==> src/rtl/accum_zone_if.sv <==
// Command/read-return bundle between a router zone port and accum_zone_ctrl.
// The router side drives commands (master); the zone controller answers (slave).
interface accum_zone_if #(
    parameter int NUM_BANKS  = 4,
    parameter int DATA_WIDTH = 64,
    parameter int ADDR_WIDTH = 8,
    parameter int ZONE_WIDTH = 2
);
    // valid/ready: a command transfers on a rising edge where valid and ready are both high;
    // valid and payload are held until then. rvalid/rdata have no backpressure.
    logic                             wr_valid;
    logic                             wr_ready;
    logic [ZONE_WIDTH-1:0]            wr_zone_id;
    logic                             accum_en;
    logic [NUM_BANKS-1:0]             wr_mask;
    logic [ADDR_WIDTH-1:0]            wr_addr;
    logic [NUM_BANKS*DATA_WIDTH-1:0]  wdata;
    logic                             rd_valid;
    logic                             rd_ready;
    logic [ZONE_WIDTH-1:0]            rd_zone_id;
    logic [NUM_BANKS-1:0]             rd_mask;
    logic [ADDR_WIDTH-1:0]            rd_addr;
    logic                             rvalid;
    logic [NUM_BANKS*DATA_WIDTH-1:0]  rdata;

    modport master (
        output wr_valid, wr_zone_id, accum_en, wr_mask, wr_addr, wdata,
        output rd_valid, rd_zone_id, rd_mask, rd_addr,
        input  wr_ready, rd_ready, rvalid, rdata
    );

    modport slave (
        input  wr_valid, wr_zone_id, accum_en, wr_mask, wr_addr, wdata,
        input  rd_valid, rd_zone_id, rd_mask, rd_addr,
        output wr_ready, rd_ready, rvalid, rdata
    );
endinterface

==> src/rtl/accum_zone_ctrl.sv <==
// Zone responder: executes write / accumulate-write / read commands on NUM_BANKS single-port banks.
// Optional macro ACCUM_ZONE_ID_CHECK_EN enables zone-id checking and the sticky zone_err flag.
module accum_zone_ctrl #(
    parameter int NUM_BANKS  = 4,
    parameter int DATA_WIDTH = 64,
    parameter int ADDR_WIDTH = 8,
    parameter int ZONE_WIDTH = 2,
    parameter int ZONE_ID    = 0
) (
    input  logic                            clk,
    input  logic                            rstn,
    accum_zone_if.slave                     bus,
    output logic [NUM_BANKS-1:0]            bank_en,
    output logic [NUM_BANKS-1:0]            bank_we,
    output logic [ADDR_WIDTH-1:0]           bank_addr,
    output logic [NUM_BANKS*DATA_WIDTH-1:0] bank_wdata,
    input  logic [NUM_BANKS*DATA_WIDTH-1:0] bank_rdata,
    output logic                            zone_err,
    output logic [1:0]                      o_dbg_state
);
    typedef enum logic [1:0] {
        ST_IDLE   = 2'd0,
        ST_ACC_RD = 2'd1,
        ST_ACC_WR = 2'd2
    } state_t;

    localparam int LW = NUM_BANKS * DATA_WIDTH;

    state_t                r_state;
    logic                  r_last_grant;  // 1 = write granted last, 0 = read
    logic [NUM_BANKS-1:0]  r_mask_q;
    logic [ADDR_WIDTH-1:0] r_addr_q;
    logic [LW-1:0]         r_wdata_q;
    logic [LW-1:0]         r_sum_q;
    logic                  r_rvalid;
    logic [NUM_BANKS-1:0]  r_rd_mask;

    logic                  w_idle;
    logic                  w_wr_ready;
    logic                  w_rd_ready;
    logic                  w_wr_acc;
    logic                  w_rd_acc;
    logic                  w_wr_zone_ok;
    logic                  w_rd_zone_ok;
    logic                  w_wr_do;
    logic                  w_rd_do;
    logic [LW-1:0]         w_sum;
    logic [LW-1:0]         w_rdata;

    assign w_idle     = rstn && (r_state == ST_IDLE);
    assign w_wr_ready = w_idle && (!bus.rd_valid || !r_last_grant);
    assign w_rd_ready = w_idle && (!bus.wr_valid ||  r_last_grant);
    assign w_wr_acc   = bus.wr_valid && w_wr_ready;
    assign w_rd_acc   = bus.rd_valid && w_rd_ready;

`ifdef ACCUM_ZONE_ID_CHECK_EN
    logic r_zone_err;

    assign w_wr_zone_ok = (bus.wr_zone_id == ZONE_WIDTH'(ZONE_ID));
    assign w_rd_zone_ok = (bus.rd_zone_id == ZONE_WIDTH'(ZONE_ID));

    always_ff @(posedge clk) begin
        if (!rstn) begin
            r_zone_err <= 1'b0;
        end else if ((w_wr_acc && !w_wr_zone_ok) || (w_rd_acc && !w_rd_zone_ok)) begin
            r_zone_err <= 1'b1;
        end
    end

    assign zone_err = r_zone_err;
`else
    logic w_unused_zone;

    assign w_unused_zone = ^{bus.wr_zone_id, bus.rd_zone_id};
    assign w_wr_zone_ok  = 1'b1;
    assign w_rd_zone_ok  = 1'b1;
    assign zone_err      = 1'b0;
`endif

    // A mismatched command is handshaked but never reaches the banks.
    assign w_wr_do = w_wr_acc && w_wr_zone_ok;
    assign w_rd_do = w_rd_acc && w_rd_zone_ok;

    always_comb begin
        w_sum   = '0;
        w_rdata = '0;
        for (int b = 0; b < NUM_BANKS; b++) begin
            w_sum[b*DATA_WIDTH +: DATA_WIDTH] = bank_rdata[b*DATA_WIDTH +: DATA_WIDTH]
                                              + r_wdata_q[b*DATA_WIDTH +: DATA_WIDTH];
            if (r_rd_mask[b]) begin
                w_rdata[b*DATA_WIDTH +: DATA_WIDTH] = bank_rdata[b*DATA_WIDTH +: DATA_WIDTH];
            end
        end
    end

    // Bank port decode; everything is forced low while reset is asserted.
    always_comb begin
        bank_en    = '0;
        bank_we    = '0;
        bank_addr  = '0;
        bank_wdata = '0;
        if (rstn && (r_state == ST_ACC_WR)) begin
            bank_en    = r_mask_q;
            bank_we    = r_mask_q;
            bank_addr  = r_addr_q;
            bank_wdata = r_sum_q;
        end else if (w_wr_do) begin
            bank_en    = bus.wr_mask;
            bank_we    = bus.accum_en ? '0 : bus.wr_mask;
            bank_addr  = bus.wr_addr;
            bank_wdata = bus.wdata;
        end else if (w_rd_do) begin
            bank_en    = bus.rd_mask;
            bank_addr  = bus.rd_addr;
        end
    end

    always_ff @(posedge clk) begin
        if (!rstn) begin
            r_state      <= ST_IDLE;
            r_last_grant <= 1'b0;
            r_mask_q     <= '0;
            r_addr_q     <= '0;
            r_wdata_q    <= '0;
            r_sum_q      <= '0;
            r_rvalid     <= 1'b0;
            r_rd_mask    <= '0;
        end else begin
            r_rvalid  <= w_rd_acc;
            // Mask gates rdata; a mismatched or absent read leaves it zero.
            r_rd_mask <= w_rd_do ? bus.rd_mask : '0;
            if (w_wr_acc || w_rd_acc) begin
                r_last_grant <= w_wr_acc;
            end
            case (r_state)
                ST_IDLE: begin
                    if (w_wr_do && bus.accum_en) begin
                        r_mask_q  <= bus.wr_mask;
                        r_addr_q  <= bus.wr_addr;
                        r_wdata_q <= bus.wdata;
                        r_state   <= ST_ACC_RD;
                    end
                end
                ST_ACC_RD: begin
                    r_sum_q <= w_sum;
                    r_state <= ST_ACC_WR;
                end
                ST_ACC_WR: begin
                    r_state <= ST_IDLE;
                end
                default: begin
                    r_state <= ST_IDLE;
                end
            endcase
        end
    end

    assign bus.wr_ready = w_wr_ready;
    assign bus.rd_ready = w_rd_ready;
    assign bus.rvalid   = r_rvalid;
    assign bus.rdata    = w_rdata;
    assign o_dbg_state  = r_state;
endmodule

==> src/flat_wrapper.sv <==
// flat-port wrapper written by rule: the top's interface ports become plain ports
module accum_zone_ctrl_flat 
#(
    parameter int NUM_BANKS  = 4,
    parameter int DATA_WIDTH = 64,
    parameter int ADDR_WIDTH = 8,
    parameter int ZONE_WIDTH = 2,
    parameter int ZONE_ID    = 0
)
  (clk, rstn, bank_en, bank_we, bank_addr, bank_wdata, bank_rdata, zone_err, o_dbg_state, bus_wr_valid, bus_wr_zone_id, bus_accum_en, bus_wr_mask, bus_wr_addr, bus_wdata, bus_rd_valid, bus_rd_zone_id, bus_rd_mask, bus_rd_addr, bus_wr_ready, bus_rd_ready, bus_rvalid, bus_rdata);
  accum_zone_if #(.NUM_BANKS(NUM_BANKS), .DATA_WIDTH(DATA_WIDTH), .ADDR_WIDTH(ADDR_WIDTH), .ZONE_WIDTH(ZONE_WIDTH)) bus_i ();
  input  logic clk;
  input  logic rstn;
  output logic [NUM_BANKS-1:0] bank_en;
  output logic [NUM_BANKS-1:0] bank_we;
  output logic [ADDR_WIDTH-1:0] bank_addr;
  output logic [NUM_BANKS*DATA_WIDTH-1:0] bank_wdata;
  input  logic [NUM_BANKS*DATA_WIDTH-1:0] bank_rdata;
  output logic zone_err;
  output logic [1:0] o_dbg_state;
  input wire logic [$bits(bus_i.wr_valid)-1:0] bus_wr_valid;
  input wire logic [$bits(bus_i.wr_zone_id)-1:0] bus_wr_zone_id;
  input wire logic [$bits(bus_i.accum_en)-1:0] bus_accum_en;
  input wire logic [$bits(bus_i.wr_mask)-1:0] bus_wr_mask;
  input wire logic [$bits(bus_i.wr_addr)-1:0] bus_wr_addr;
  input wire logic [$bits(bus_i.wdata)-1:0] bus_wdata;
  input wire logic [$bits(bus_i.rd_valid)-1:0] bus_rd_valid;
  input wire logic [$bits(bus_i.rd_zone_id)-1:0] bus_rd_zone_id;
  input wire logic [$bits(bus_i.rd_mask)-1:0] bus_rd_mask;
  input wire logic [$bits(bus_i.rd_addr)-1:0] bus_rd_addr;
  output wire logic [$bits(bus_i.wr_ready)-1:0] bus_wr_ready;
  output wire logic [$bits(bus_i.rd_ready)-1:0] bus_rd_ready;
  output wire logic [$bits(bus_i.rvalid)-1:0] bus_rvalid;
  output wire logic [$bits(bus_i.rdata)-1:0] bus_rdata;
  assign bus_i.wr_valid = bus_wr_valid;
  assign bus_i.wr_zone_id = bus_wr_zone_id;
  assign bus_i.accum_en = bus_accum_en;
  assign bus_i.wr_mask = bus_wr_mask;
  assign bus_i.wr_addr = bus_wr_addr;
  assign bus_i.wdata = bus_wdata;
  assign bus_i.rd_valid = bus_rd_valid;
  assign bus_i.rd_zone_id = bus_rd_zone_id;
  assign bus_i.rd_mask = bus_rd_mask;
  assign bus_i.rd_addr = bus_rd_addr;
  assign bus_wr_ready = bus_i.wr_ready;
  assign bus_rd_ready = bus_i.rd_ready;
  assign bus_rvalid = bus_i.rvalid;
  assign bus_rdata = bus_i.rdata;
  accum_zone_ctrl #(.NUM_BANKS(NUM_BANKS), .DATA_WIDTH(DATA_WIDTH), .ADDR_WIDTH(ADDR_WIDTH), .ZONE_WIDTH(ZONE_WIDTH), .ZONE_ID(ZONE_ID)) u_core (.clk(clk), .rstn(rstn), .bus(bus_i), .bank_en(bank_en), .bank_we(bank_we), .bank_addr(bank_addr), .bank_wdata(bank_wdata), .bank_rdata(bank_rdata), .zone_err(zone_err), .o_dbg_state(o_dbg_state));
endmodule
==> config.mk <==
export PLATFORM = sky130hd
export DESIGN_NAME = accum_zone_ctrl_flat
export DESIGN_NICKNAME = d
export VERILOG_FILES = /design/src/rtl/accum_zone_if.sv /design/src/rtl/accum_zone_ctrl.sv /design/src/flat_wrapper.sv
export SDC_FILE = /design/constraint.sdc
export NUM_CORES = 2
export LEC_CHECK = 0
export BUFFER_PORTS_ARGS = -buffer_cell sky130_fd_sc_hd__buf_2
export CORE_AREA = 2 2 422 424
export DETAILED_ROUTE_END_ITERATION = 8
export DIE_AREA = 0 0 424 426
export PLACE_DENSITY_LB_ADDON = 0.1
export SLEW_MARGIN = 15
export SYNTH_ARGS = -nofsm -noshare
export SYNTH_HDL_FRONTEND = slang
export SYNTH_SLANG_ARGS = --single-unit
==> constraint.sdc <==
create_clock -name clk -period 3.58 [get_ports clk]
set_input_delay 0.537 -clock clk [delete_from_list [all_inputs] [get_ports clk]]
set_output_delay 0.537 -clock clk [all_outputs]
set_load 0.005 [all_outputs]
==> run_results.csv <==
group,metric,value,unit
critical_path,crit_type,"reg -> reg",
timing,setup_viol,0,
critical_path,required,4120,ps
hold_path,holdCritPathClass,"in -> reg",
global_route,grt_max_degree,138,
global_route,grt_pass1_wl,287,mm
routing,vias,40700,
critical_path,crit_arrival,3910,ps
clock_tree,clkTransAtPathRegs,60,ps
logic_synthesis,synth_cells,4981,
timing,worst_slew_pin_slew,1120,ps
logic_synthesis,yosysSeqAreaShare,0.292,
routing,drt_wl_total,203,mm
placed_design,io_buffer_count,1073,
clock_tree,clock_path_buffers,3,
logic_synthesis,synth_cell_types,88,
clock_tree,cts_hold_buf,0,
cells_and_area,drive_gt1_frac,0.254,
clock_tree,cts_tree,"done",
global_route,grt_util_all_layers,0.215,
clock_tree,cts_max_level,3,
placed_design,placed_area,46200,um2
pwr,power_density,361,nW/um2
clock_tree,ctsRootBufferMaster,"clkbuf_16",
routing,ant_nets,0,
clock_tree,cts_buffers,74,
pwr,finalPower,0.0177,W
clock_tree,clock_latency,680,ps
timing,hold_viol,0,
timing,min_period,3370,ps
logic_synthesis,synth_edf_count,0,
logic_synthesis,syn_area_per_cell,7.33,um2
floorplanning,die-area,181000,um2
timing,max_clock_freq,296,MHz
cells_and_area,stdcell_area,49000,um2
logic_synthesis,yosysWarnings,0,
job,cap_violations,0,
global_route,grt_pass1_vias,39700,
clock_tree,clkSinkCount,532,
floorplanning,io_pins,1079,
routing,drc,0,
global_route,antenna_found_initial,50,
logic_synthesis,synthFlopType,"dfxtp_1",
placed_design,gp_congestion,0.896,
cells_and_area,syn2layout_area_growth,34.2,%
logic_synthesis,ys_ff_latch,532,
status,status,"complete, no violations",
critical_path,worst_setup_path_end_kind,"flop",
logic_synthesis,syn-num-nets,5782,
cells_and_area,fin_nets,6917,
global_route,grt_overflow_total,0,
floorplanning,die_w,424,um
floorplanning,placeableCoreArea,176000,um2
routing,detail_route.wl_per_cell,23.9,um
timing,skew,28.1,ps
pwr,p_leak,22.3,nW
cells_and_area,fin_util,0.279,
critical_path,startpoint_type,"flop",
timing,max-slew-margin-rel,0.253,
logic_synthesis,synth_area,36500,um2
placed_design,dp_hpwl,163,mm
floorplanning,die_height,426,um
routing,firstDrtPassIters,6,
logic_synthesis,async_reset_ff_frac,0,
routing,first_iter_violations,2834,
critical_path,path_max_fanout,3,
pwr,peakVddDrop,0.305,mV
routing,viasPerCell,4.78,
floorplanning,row_count,154,
timing,final_max_slew_viol_count,0,
timing,min_period_over_period,0.943,
floorplanning,initial_utilization,0.208,
logic make-up (layout without fill, tap and decap cells):
logic type | after synthesis | in the layout | share of synthesized area
XOR/XNOR | 236 | 236 | 0.0566
buffers and inverters | 410 | 1595 | 0.0423
other | 1 | 15 | 0.000103
multiplexers | 2 | 2 | 0.000549
AND/OR/NAND/NOR | 1885 | 1885 | 0.232
flip-flops | 532 | 532 | 0.292
adder cells (fa/ha/maj) | 256 | 256 | 0.0886
AO/OA/AOI/OAI | 1659 | 1659 | 0.288
per-stage QoR:
| stage | setup TNS, ps | setup slack, ps | instances | hold slack, ps |
|---|---|---|---|---|
| 6_report | 0 | 206 | 8520 | 90.7 |
| 5_1_grt | -17.1 | -17.1 | 8512 | 33.9 |
| 4_1_cts | 0 | 25.6 | 8501 | 15.1 |
| 3_5_place_dp | -12600 | -626 | 8368 | 443 |
| 3_3_place_gp | -12560 | -652 | 8368 | 439 |
| 2_1_floorplan | 0 | 236 | 4981 | 425 |
synth_stat cells, types with 105 or more instances:
cell type	number	area [um2]
a22o_1	260	2280
ha_1	252	3150
a21o_1	119	893
nor2_1	168	631
xnor2_1	131	1150
nand2_1	1128	4230
and2_1	286	1790
xor2_1	105	920
o21ai_0	131	656
o21ai_1	138	691
a21oi_1	696	3480
dfxtp_1	532	10700
clkbuf_1	322	1210
sequential cells by signal (all words and copies together), names as in the netlist:
signal               cells
u_core.r_wdata_q       256
u_core.r_rd_mask         4
u_core.r_mask_q          4
u_core.r_addr_q          8
u_core.r_last_grant      1
u_core.r_sum_q         256
u_core.o_dbg_state       2
u_core.bus.rvalid        1
metal layers:
layer / global-route usage / routed length, um / vias up
met5: 0 / 55 / -
met4: 0.0587 / 5620 / 10
met3: 0.0250 / 7670 / 231
met2: 0.372 / 99400 / 1007
met1: 0.281 / 90800 / 19600
li1: - / - / 19900
cell usage in the layout (no fill, tap or decap), types with 19 or more instances in the layout:
master	count
nor2_1	164
nand4_1	66
buf_12	25
o21bai_1	53
nor3_1	41
nand2_1	1127
clkbuf_16	79
o211ai_1	20
nor2b_1	24
a211oi_1	42
a31oi_1	36
o31ai_1	22
buf_4	297
and3_1	28
dfxtp_1	527
a21o_1	119
clkbuf_1	19
buf_2	1072
and2_1	284
o21ai_1	133
a22o_1	260
a21oi_1	691
nand3_1	57
o21a_1	22
ha_1	249
nand2b_1	20
xor2_1	105
xnor2_1	131
inv_1	70
o21ai_0	131
timing repair:
| item | in CTS | in global routing |
|---|---|---|
| buffers inserted | 7 | 5 |
| resized for setup | 7 | 31 |
| pin swaps | 4 | 14 |
| setup endpoints to repair | 67 | 35 |
| gates cloned | 0 | 0 |
worst paths after layout:
| path | start | endpoint | slack (ps) | cells past startpoint |
|---|---|---|---|---|
| worst min-delay path | bus_wr_mask[0] | u_core.r_mask_q[0]$_SDFFE_PN0P_ | 90 | 3 |
| worst max register to register | u_core.r_wdata_q[64]$_SDFFE_PN0P_ | u_core.r_sum_q[120]$_SDFFE_PN0N_ | 210 | 13 |
| worst max-delay path | u_core.r_wdata_q[64]$_SDFFE_PN0P_ | u_core.r_sum_q[120]$_SDFFE_PN0N_ | 210 | 13 |
| worst min register to register | u_core.r_sum_q[249]$_SDFFE_PN0N_ | u_core.r_sum_q[249]$_SDFFE_PN0N_ | 450 | 2 |
critical path, stage by stage (launching register included):
cell and delay [ps]:
dfxtp_1 370, ha_4 210, fa_2 380, a211oi_2 250, nor2_2 110, o21ai_1 210, nor3_1 80, or3_1 350
or3_1 400, nand2_1 140, o21ai_2 130, a41o_1 310, a32oi_1 190, o21ai_1 90
area by class of cell:
class / count / area (um2)
clock inverters: 16 / 220
multi-input cells: 4039 / 24500
clock buffers: 110 / 2210
repair buffers: 1395 / 8110
flip-flops and latches: 532 / 10700
fillers: 19700 / 127000
inverters: 74 / 293
well taps: 2340 / 2930
diodes: 14 / 35.0
power by group:
part / leakage, nW / switching [W] / internal, W
registers: 4.32 / 0.000189 / 0.00615
clock network: 1.19 / 0.00303 / 0.00461
logic: 16.8 / 0.00226 / 0.00144
total: 22.3 / 0.00548 / 0.0122
Note: power is estimated with default switching activity, not from simulation.
